===== src/rtl/elastic_register_pipeline.sv =====
// SIZE-stage valid/ready register pipeline. Empty stages collapse under a
// downstream stall, so accepted words are never dropped or duplicated.
module elastic_register_pipeline #(
   parameter int WIDTH = 16,
   parameter int SIZE  = 8
) (
   input  logic                      clk,
   input  logic                      rst_n,
   input  logic                      in_valid,
   output logic                      in_ready,
   input  logic [WIDTH-1:0]          in_data,
   output logic                      out_valid,
   input  logic                      out_ready,
   output logic [WIDTH-1:0]          out_data,
   output logic [$clog2(SIZE+1)-1:0] count
);

   localparam int CW = $clog2(SIZE+1);

   logic [SIZE-1:0][WIDTH-1:0] data_reg;
   logic [SIZE-1:0][WIDTH-1:0] data_next;
   logic [SIZE-1:0]            v_reg;
   logic [SIZE-1:0]            v_next;
   logic [SIZE-1:0]            adv;
   logic [CW-1:0]              count_reg;
   logic [CW-1:0]              count_next;
   logic                       in_fire;
   logic                       out_fire;

   // Closed form of the ripple: stage k may advance if the sink takes a word
   // or any stage from k to the tail is empty.
   generate
      for (genvar gi = 0; gi < SIZE; gi++) begin : g_adv
         assign adv[gi] = out_ready | ~(&v_reg[SIZE-1:gi]);
      end
   endgenerate

   // Data only moves with a valid word, so an emptied tail keeps its last value.
   generate
      for (genvar gi = 0; gi < SIZE; gi++) begin : g_stage
         if (gi == 0) begin : g_head
            assign v_next[gi]    = adv[gi] ? in_valid : v_reg[gi];
            assign data_next[gi] = (adv[gi] && in_valid) ? in_data : data_reg[gi];
         end else begin : g_body
            assign v_next[gi]    = adv[gi] ? v_reg[gi-1] : v_reg[gi];
            assign data_next[gi] = (adv[gi] && v_reg[gi-1]) ? data_reg[gi-1] : data_reg[gi];
         end
      end
   endgenerate

   assign in_ready  = adv[0] & rst_n;
   assign in_fire   = in_valid & in_ready;
   assign out_fire  = v_reg[SIZE-1] & out_ready;
   assign out_valid = v_reg[SIZE-1];
   assign out_data  = data_reg[SIZE-1];
   assign count     = count_reg;

   always_comb begin
      count_next = count_reg;
      case ({in_fire, out_fire})
         2'b10:   count_next = count_reg + CW'(1);
         2'b01:   count_next = count_reg - CW'(1);
         default: count_next = count_reg;
      endcase
   end

   always_ff @(posedge clk or negedge rst_n) begin
      if (!rst_n) begin
         data_reg  <= '0;
         v_reg     <= '0;
         count_reg <= '0;
      end else begin
         data_reg  <= data_next;
         v_reg     <= v_next;
         count_reg <= count_next;
      end
   end

endmodule

===== config.mk =====
export PLATFORM = sky130hd
export DESIGN_NAME = elastic_register_pipeline
export DESIGN_NICKNAME = d
export VERILOG_FILES = /design/src/rtl/elastic_register_pipeline.sv
export SDC_FILE = /design/constraint.sdc
export NUM_CORES = 1
export LEC_CHECK = 0
export CORE_ASPECT_RATIO = 0.5
export CORE_UTILIZATION = 30
export DETAILED_ROUTE_END_ITERATION = 7
export PLACE_DENSITY = 0.43
export SYNTH_ARGS = -nofsm -noshare
export SYNTH_HDL_FRONTEND = slang
export SYNTH_SLANG_ARGS = --single-unit

===== constraint.sdc =====
create_clock -name clk -period 5.8 [get_ports clk]
set_input_delay 1.16 -clock clk [delete_from_list [all_inputs] [get_ports clk]]
set_output_delay 1.16 -clock clk [all_outputs]
set_load 0.01 [all_outputs]

==> flow_summary.toml, run 1 <==
[status]
status = "complete, no violations"

[synthesis]
yosysWarningCount = 0
synth_top_family_by_area = "multiplexers"
synth-xor-area-share_pct = 0.314
synthSimpleGateAreaFrac_pct = 2.58
synthTopCellsByArea = "dfrtp_1 (63%), mux2_2 (26%), buf_4 (2.8%)"
syn_inst = 350
synth_compound_area_share_pct = 3.16
netlist_area_um2 = 5580
ys_ff_latch = 140
ys_types = 35
synthAdderAreaFrac_pct = 1.03
ys_seq_area_share_pct = 62.7
synth.avg_cell_area_um2 = 16.0
syn_nets = 374
synth_mux_area_share_pct = 26.2
netlist.area_leader.share_pct = 62.7
yosysTopAreaCell = "dfrtp_1"

[global_routing]
antenna_found_initial = 0
grt_use_total_pct = 10.8
grt-ovfl-total = 0
grt_pass1_vias = 3251
grt_start_max_net_pins = 85
grt_pass1_wl_mm = 16.1

[timing]
worst_pin_slew_ns = 1.13
finalCriticalPeriod_ns = 4.42
maxSlewViolCount = 0
hold_viol = 0
tns_ns = 0
rsz0062_at_grt = "false"
setup_viol = 0
max_freq_mhz = 226
skew_ns = 0.00931
relSlewSlack_pct = 24.1
fin_crit_sh_pct = 76.2
hold_ws_ns = 0.493

[flow_run]
drv_cap = 0

[finish]
syn2layout_area_growth_pct = 20.4
num-fill-cells = 1670
num_antenna_cells = 0
largest_reg_flops = 112
area.sequential_um2 = 3500
nets = 408
drive_gt1_share_pct = 43.8
multiInputGateArea_um2 = 1860

[power_and_ir_drop]
p_leak_uw = 0.00281
seqPwrFrac_pct = 44.1
power.share.clock_pct = 31.7
power.switching_uw = 955
power_frac_comb_pct = 24.3
internal_power_uw = 2610
irDropWorstVdd_mv = 0.203
swShare_pct = 26.8
power.density_nw_per_um2 = 530

[die]
core_region_area_um2 = 17800
rows = 34
start_util_pct = 31.4
dieWidth_um = 195
ios = 42
die_h_um = 98.5
die_area_um2 = 19200

[setup_path]
r2r-start = "v_reg[7]$_DFFE_PN0N_"
crit_fanout = 13
rrSetupSlack_ns = 2.62
setup.worst_path.start_class = "input pin"
arrival_ns = 3.26
critical_path_class = "in -> out"
endpoint_kind = "output pin"
crit_path_start = "out_ready"
cp_data_required_time_ns = 4.64

[clocking]
cts_resized = 0
path_clk_slew_ns = 0.06
clkSinkCount = 140
postCtsSetupRepairBufs = 0
htree_levels = 4
clockRootBuffer = "clkbuf_16"
numCtsBuffers = 17
cts_hold_buf = 0
clock_latency_ns = 0.41
cts_tree = "built"
clockBufferDepth = 2

[placement]
dp_hpwl_mm = 6.23
gp_congestion = 0.660
portBuffers = 41

[detailed_routing]
drt_iter0_markers = 100
first_pass_iters = 4
wl_per_cell_um = 14.2
avgViaCountPerCell = 4.49
drc = 0
vias = 2832
postRouteAntennaNets = 0
wl_mm = 8.97

[worst_hold_path]
hp-start = "data_reg[42]$_DFFE_PN0P_"
hold_path_class = "reg -> reg"
logic make-up after synthesis:
| logic type | after synthesis |
|---|---|
| simple gates | 22 |
| xor+xnor | 2 |
| flops | 140 |
| mux | 130 |
| fa+ha+maj | 4 |
| buf+inv | 35 |
| compound gates | 17 |
stage by stage:
step                      instances  util [%]  power [uW]  setup WS (ns)  instance area, um2
after floorplan                 350         -        2230           2.01                5580
after detailed placement        599      34.3        2490           1.37                6100
after global routing            631      37.8        3800           1.33                6730
after CTS                       631      37.8        3640           1.39                6730
after global placement          599      34.3        2440           1.43                6100
final                           631      37.8        3570           1.38                6730
Yosys cell counts:
master / n
nand2_4: 1
mux2_2: 129
o21bai_1: 1
buf_2: 4
o31ai_4: 2
o31a_1: 1
o21ai_0: 2
a21oi_1: 2
a21o_2: 1
o21ai_2: 2
a31o_2: 1
o41ai_4: 1
nand3_1: 4
or4_2: 1
nand2b_1: 2
or4b_2: 1
xor2_1: 1
ha_1: 3
clkbuf_1: 1
fa_1: 1
nand3b_4: 1
o311ai_0: 1
o211ai_1: 1
nor3b_1: 3
mux2i_1: 1
nand2_1: 6
a2111o_1: 1
nor2_1: 1
xnor2_1: 1
buf_4: 21
and2_1: 2
dfrtp_1: 140
buf_6: 1
o31ai_1: 1
inv_1: 8
critical path: stages:
cell	delay [ns]
clkdlybuf4s50_1	0.44
nand3b_4	0.29
or4_2	0.70
and2_1	0.19
clkdlybuf4s50_1	0.47
path summary, 6_finish.rpt:
path	endpoint	depth (start not counted)
hold / removal	data_reg[58]$_DFFE_PN0P_	1
setup / recovery	in_ready	5
setup reg to reg	count[3]$_DFFE_PN0P_	8
min in group asynchronous	count[2]$_DFFE_PN0P_	1
hold reg to reg	data_reg[58]$_DFFE_PN0P_	1
max in group asynchronous	data_reg[44]$_DFFE_PN0P_	2
metal layers:
metal,up-vias,part of all wire (%),wire length [um],track usage [%]
met5,-,0,0,0
li1,1291,-,-,-
met1,1510,47,4230,13.3
met4,0,0.97,87,5.51
met3,7,2.6,232,3.08
met2,24,49,4430,17.3
final cells by class:
| type | instances | share of cell area (%) |
|---|---|---|
| clock buffer | 18 | 6.53 |
| multi-input combinational | 175 | 27.6 |
| clock inverter | 14 | 2.72 |
| inverter | 8 | 0.447 |
| timing repair buffer | 42 | 6.23 |
| sequential | 140 | 52.1 |
| tap | 234 | 4.35 |
placed cells by master, fill, tap and decap left out, types with 2 or more instances in the layout:
cell / count
o31ai_4: 2
clkbuf_16: 17
bufinv_16: 3
dfrtp_1: 140
inv_6: 4
clkinvlp_4: 2
nand3_1: 4
clkinv_4: 3
nand2b_1: 2
nor3b_1: 3
o21ai_2: 2
inv_1: 8
nand2_1: 6
and2_1: 2
clkdlybuf4s50_1: 40
mux2_2: 129
a21oi_1: 2
o21ai_0: 2
ha_1: 3
power by group through the flow:
| stage | sequential (uW) | combinational, uW | clock, uW |
|---|---|---|---|
| floorplan | 1530 | 703 | 0 |
| global placement | 1590 | 846 | 0 |
| detailed placement | 1600 | 882 | 0 |
| CTS | 1580 | 885 | 1170 |
| global route | 1630 | 948 | 1220 |
| finish | 1570 | 866 | 1130 |
(Power assumes the default switching activity.)
==> inputs of run 2 (changes only) <==
clock period = 4.6 ns   (was 5.8 ns; I/O delays follow)
==> run 2 against run 1 <==
- die area stayed put
- sequential share of layout area down 0.24 points
- hold slack better by 0.0064 ns
==> flow_summary.toml, run 2 (synthesis gave the netlist of run 1 again) <==
[setup_path]
crit_fanout = 13
arrival_ns = 2.99
r2r-start = "v_reg[7]$_DFFE_PN0N_"
crit_path_start = "out_ready"
critical_path_class = "in -> out"
endpoint_kind = "output pin"
r2r_cells = 8
regToRegEndpoint = "count[3]$_DFFE_PN0P_"
cp_data_required_time_ns = 3.68
cp-endpoint = "in_ready"
rrSetupSlack_ns = 1.45
setup.worst_path.start_class = "input pin"

[global_routing]
grt_use_total_pct = 10.6
antenna_found_initial = 0
grt_start_max_net_pins = 74
grt-ovfl-total = 0
grt_pass1_vias = 3255
grt_pass1_wl_mm = 16.0

[die]
start_util_pct = 31.4
dieWidth_um = 195
ios = 42
rows = 34
die_h_um = 98.5
core_region_area_um2 = 17800
die_area_um2 = 19200

[timing]
rsz0062_at_grt = "false"
setup_viol = 0
max_freq_mhz = 256
hold_viol = 0
skew_ns = 0.00946
tns_ns = 0
fin_crit_sh_pct = 85.0
finalCriticalPeriod_ns = 3.91
worst_pin_slew_ns = 1.17
relSlewSlack_pct = 21.7
maxSlewViolCount = 0
fin_ws_ns = 0.691

[power_and_ir_drop]
irDropWorstVdd_mv = 0.313
power.switching_uw = 1190
power.density_nw_per_um2 = 676
power.share.clock_pct = 32.5
internal_power_uw = 3380
seqPwrFrac_pct = 43.5
power_frac_comb_pct = 24.0
p_leak_uw = 0.00283
swShare_pct = 26.0
p_total_uw = 4570

[detailed_routing]
avgViaCountPerCell = 4.45
wl_per_cell_um = 14.5
first_pass_iters = 6
drt_iter0_markers = 75
wl_mm = 9.14
drc = 0
postRouteAntennaNets = 0
vias = 2811

[clocking]
clockBufferDepth = 2
path_clk_slew_ns = 0.05
cts_hold_buf = 0
htree_levels = 4
cts_tree = "built"
clkSinkCount = 140
postCtsSetupRepairBufs = 0
clock_latency_ns = 0.41
cts_resized = 0
clockRootBuffer = "clkbuf_16"
numCtsBuffers = 17

[finish]
drive_gt1_share_pct = 43.8
final_common_cell = "dfrtp_1"
num_antenna_cells = 0
num-fill-cells = 1645
largest_reg_flops = 112
layout_common_cells = "dfrtp_1 (140), mux2_2 (129), clkdlybuf4s50_1 (40)"
utilization_pct = 38.0
nets = 409
syn2layout_area_growth_pct = 21.0

[placement]
portBuffers = 41
dp_hpwl_mm = 6.25
dpl_worst_slack_ns = 0.429
gp_congestion = 0.644

[worst_hold_path]
hold_depth = 1
hold_path_class = "reg -> reg"

[status]
status = "complete, no violations"

[flow_run]
drv_cap = 0
## run 2: worst max-delay path: stages
cell and delay, ns:
clkdlybuf4s50_1 0.43, nand3b_4 0.28, or4_2 0.68, and2_1 0.19
clkdlybuf4s50_1 0.48
## run 2: metrics by stage
step	hold slack, ns	std cells	area (um2)
2_1_floorplan	0.474	350	5580
3_3_place_gp	0.489	600	6110
3_5_place_dp	0.488	600	6110
4_1_cts	0.502	631	6760
5_1_grt	0.514	631	6760
6_report	0.499	631	6760
## run 2: power groups by stage
stage | Clock (uW) | Combinational, uW | Sequential [uW]
detailed placement | 0 | 1120 | 2020
CTS | 1540 | 1120 | 2000
global placement | 0 | 1070 | 2010
finish | 1480 | 1100 | 1980
floorplan | 0 | 886 | 1920
global route | 1590 | 1210 | 2060
## run 2: area by class of cell
cell class,count,area (um2),share of cell area (%)
flip-flops and latches,140,3500,51.9
multi-input cells,175,1860,27.5
repair buffers,43,427,6.31
clock buffers,17,425,6.30
well taps,234,293,4.33
clock inverters,14,220,3.26
inverters,8,30.0,0.444
## run 2: routing by layer
metal	wire, um	global-route usage, %	share of wire [%]	vias up
li1	-	-	-	1289
met1	4340	13.2	47	1488
met2	4510	17.0	49	26
met3	160	2.98	1.8	8
met4	124	4.97	1.4	0
met5	0	0	0	-
## run 2: worst min-delay path by stage
stage                                           to                     start
after floorplan           data_reg[48]$_DFFE_PN0P_  data_reg[32]$_DFFE_PN0P_
after global placement    data_reg[21]$_DFFE_PN0P_   data_reg[5]$_DFFE_PN0P_
after detailed placement  data_reg[25]$_DFFE_PN0P_   data_reg[9]$_DFFE_PN0P_
after CTS                 data_reg[25]$_DFFE_PN0P_   data_reg[9]$_DFFE_PN0P_
after global routing      data_reg[55]$_DFFE_PN0P_  data_reg[39]$_DFFE_PN0P_
final                     data_reg[67]$_DFFE_PN0P_  data_reg[67]$_DFFE_PN0P_
==> inputs of run 3 (changes only) <==
clock period = 3.7 ns   (was 4.6 ns; I/O delays follow)
==> run 3 against run 2 <==
- cell area down 0.11%
- first-iteration DRC count up 51%
- hold slack lost 0.37 ns
- critical path type unchanged
- critical endpoint unchanged
==> flow_summary.toml, run 3 (synthesis gave the netlist of run 1 again) <==
[status]
status = "complete, no violations"

[die]
die_area_um2 = 19200
die_h_um = 98.5
dieWidth_um = 195
ios = 42
core_region_area_um2 = 17800
rows = 34
start_util_pct = 31.4

[detailed_routing]
drt_iter0_markers = 113
wl_per_cell_um = 14.3
first_pass_iters = 4
drc = 0
vias = 2851
wl_mm = 9.14
avgViaCountPerCell = 4.48
postRouteAntennaNets = 0

[global_routing]
grt_pass1_wl_mm = 16.3
grt-ovfl-total = 0
grt_start_max_net_pins = 76
grt_use_total_pct = 10.9
grt_pass1_vias = 3363
antenna_found_initial = 0

[clocking]
clkSinkCount = 140
clock_latency_ns = 0.41
path_clk_slew_ns = 0.06
clockRootBuffer = "clkbuf_16"
clockBufferDepth = 2
postCtsSetupRepairBufs = 0
cts_tree = "built"
numCtsBuffers = 17
cts_hold_buf = 0
htree_levels = 4
cts_resized = 0

[timing]
maxSlewViolCount = 0
finalCriticalPeriod_ns = 3.39
hold_ws_ns = 0.128
relSlewSlack_pct = 37.7
tns_ns = 0
setup_viol = 0
max_freq_mhz = 295
worst_pin_slew_ns = 0.934
fin_crit_sh_pct = 91.7
hold_viol = 0
skew_ns = 0.00799
rsz0062_at_grt = "false"

[setup_path]
rrSetupSlack_ns = 0.73
r2r-start = "v_reg[3]$_DFFE_PN0N_"
crit_fanout = 3
cp_common_cell = "clkdlybuf4s50_1"
critical_path_class = "in -> out"
critPathSlowestCell = "or4_2"
endpoint_kind = "output pin"
regToRegEndpoint = "count[3]$_DFFE_PN0P_"
r2r_cells = 8
cp-endpoint = "in_ready"
cp_data_required_time_ns = 2.96
arrival_ns = 2.65
worstPathCellList = "clkdlybuf4s50_1 -> nand3b_4 -> or4_2 -> and2_1 -> clkdlybuf4s50_1"
crit_path_start = "out_ready"
cpPeakStageDelay_ns = 0.65
setup.worst_path.start_class = "input pin"

[finish]
largest_reg_flops = 112
design_area_um2 = 6750
final_common_cell = "dfrtp_1"
nets = 414
syn2layout_area_growth_pct = 20.9
layout_common_cells = "dfrtp_1 (140), mux2_2 (129), clkdlybuf4s50_1 (40)"
drive_gt1_share_pct = 44.7
num_antenna_cells = 0

[placement]
dp_hpwl_mm = 6.32
placed_cell_area_um2 = 6150
portBuffers = 41
gp_congestion = 0.695

[power_and_ir_drop]
p_total_uw = 5540
irDropWorstVdd_mv = 0.332
power.density_nw_per_um2 = 821
p_leak_uw = 0.00282

[worst_hold_path]
hold_path_class = "in -> async"

[flow_run]
drv_cap = 0
[run 3: changes by cell type in the layout (fill, tap and decap cells not counted)]
| cell | change |
|---|---|
| clkinvlp_4 | +2 |
| clkinv_2 | -2 |
| clkbuf_8 | +1 |
| bufinv_16 | -3 |
| inv_6 | +3 |
| buf_4 | +5 |
[run 3: through the flow]
| stage | cells | worst slack [ns] | util (%) |
|---|---|---|---|
| 4_1_cts | 637 | 0.299 | 38.0 |
| 3_5_place_dp | 605 | 0.0645 | 34.6 |
| 3_3_place_gp | 605 | 0.174 | 34.6 |
| 6_report | 637 | 0.308 | 38.0 |
| 2_1_floorplan | 350 | 0.331 | - |
| 5_1_grt | 637 | 0.240 | 38.0 |
[run 3: worst min path at each step]
stage                                        start                        to  slack (ns)  cells past startpoint
after floorplan                              rst_n      count[0]$_DFFE_PN0P_        0.44                      0
after global placement     data_reg[5]$_DFFE_PN0P_  data_reg[21]$_DFFE_PN0P_        0.49                      1
after detailed placement  data_reg[46]$_DFFE_PN0P_  data_reg[62]$_DFFE_PN0P_        0.49                      1
after CTS                                    rst_n      v_reg[5]$_DFFE_PN0N_        0.11                      1
after global routing                         rst_n      v_reg[5]$_DFFE_PN0N_        0.11                      1
final                                        rst_n      v_reg[5]$_DFFE_PN0N_        0.13                      1
[run 3: worst max-delay path: cells and delay by family]
kind | cells | cell delay, ns
buffers and inverters | 2 | 0.91
and+or+nand+nor | 3 | 1.00
[run 3: layer usage]
layer	up-vias	track usage, %	wire length, um
li1	1305	-	-
met1	1511	13.0	4110
met2	26	18.1	4700
met3	9	2.67	230
met4	0	6.24	99
met5	-	0	0
[run 3: final cells by class]
class	count	area (um2)
Clock buffer	18	439
Inverter	8	30.0
Sequential cell	140	3500
Clock inverter	14	161
Timing Repair Buffer	48	464
Tap cell	234	293
Multi-Input combinational cell	175	1860
Fill cell	1669	11000
[run 3: power breakdown]
part	switching, uW	total, uW	internal (uW)	leakage [uW]
registers	321	2470	2150	0.00163
logic	506	1370	863	0.000907
clock network	679	1700	1020	0.000284
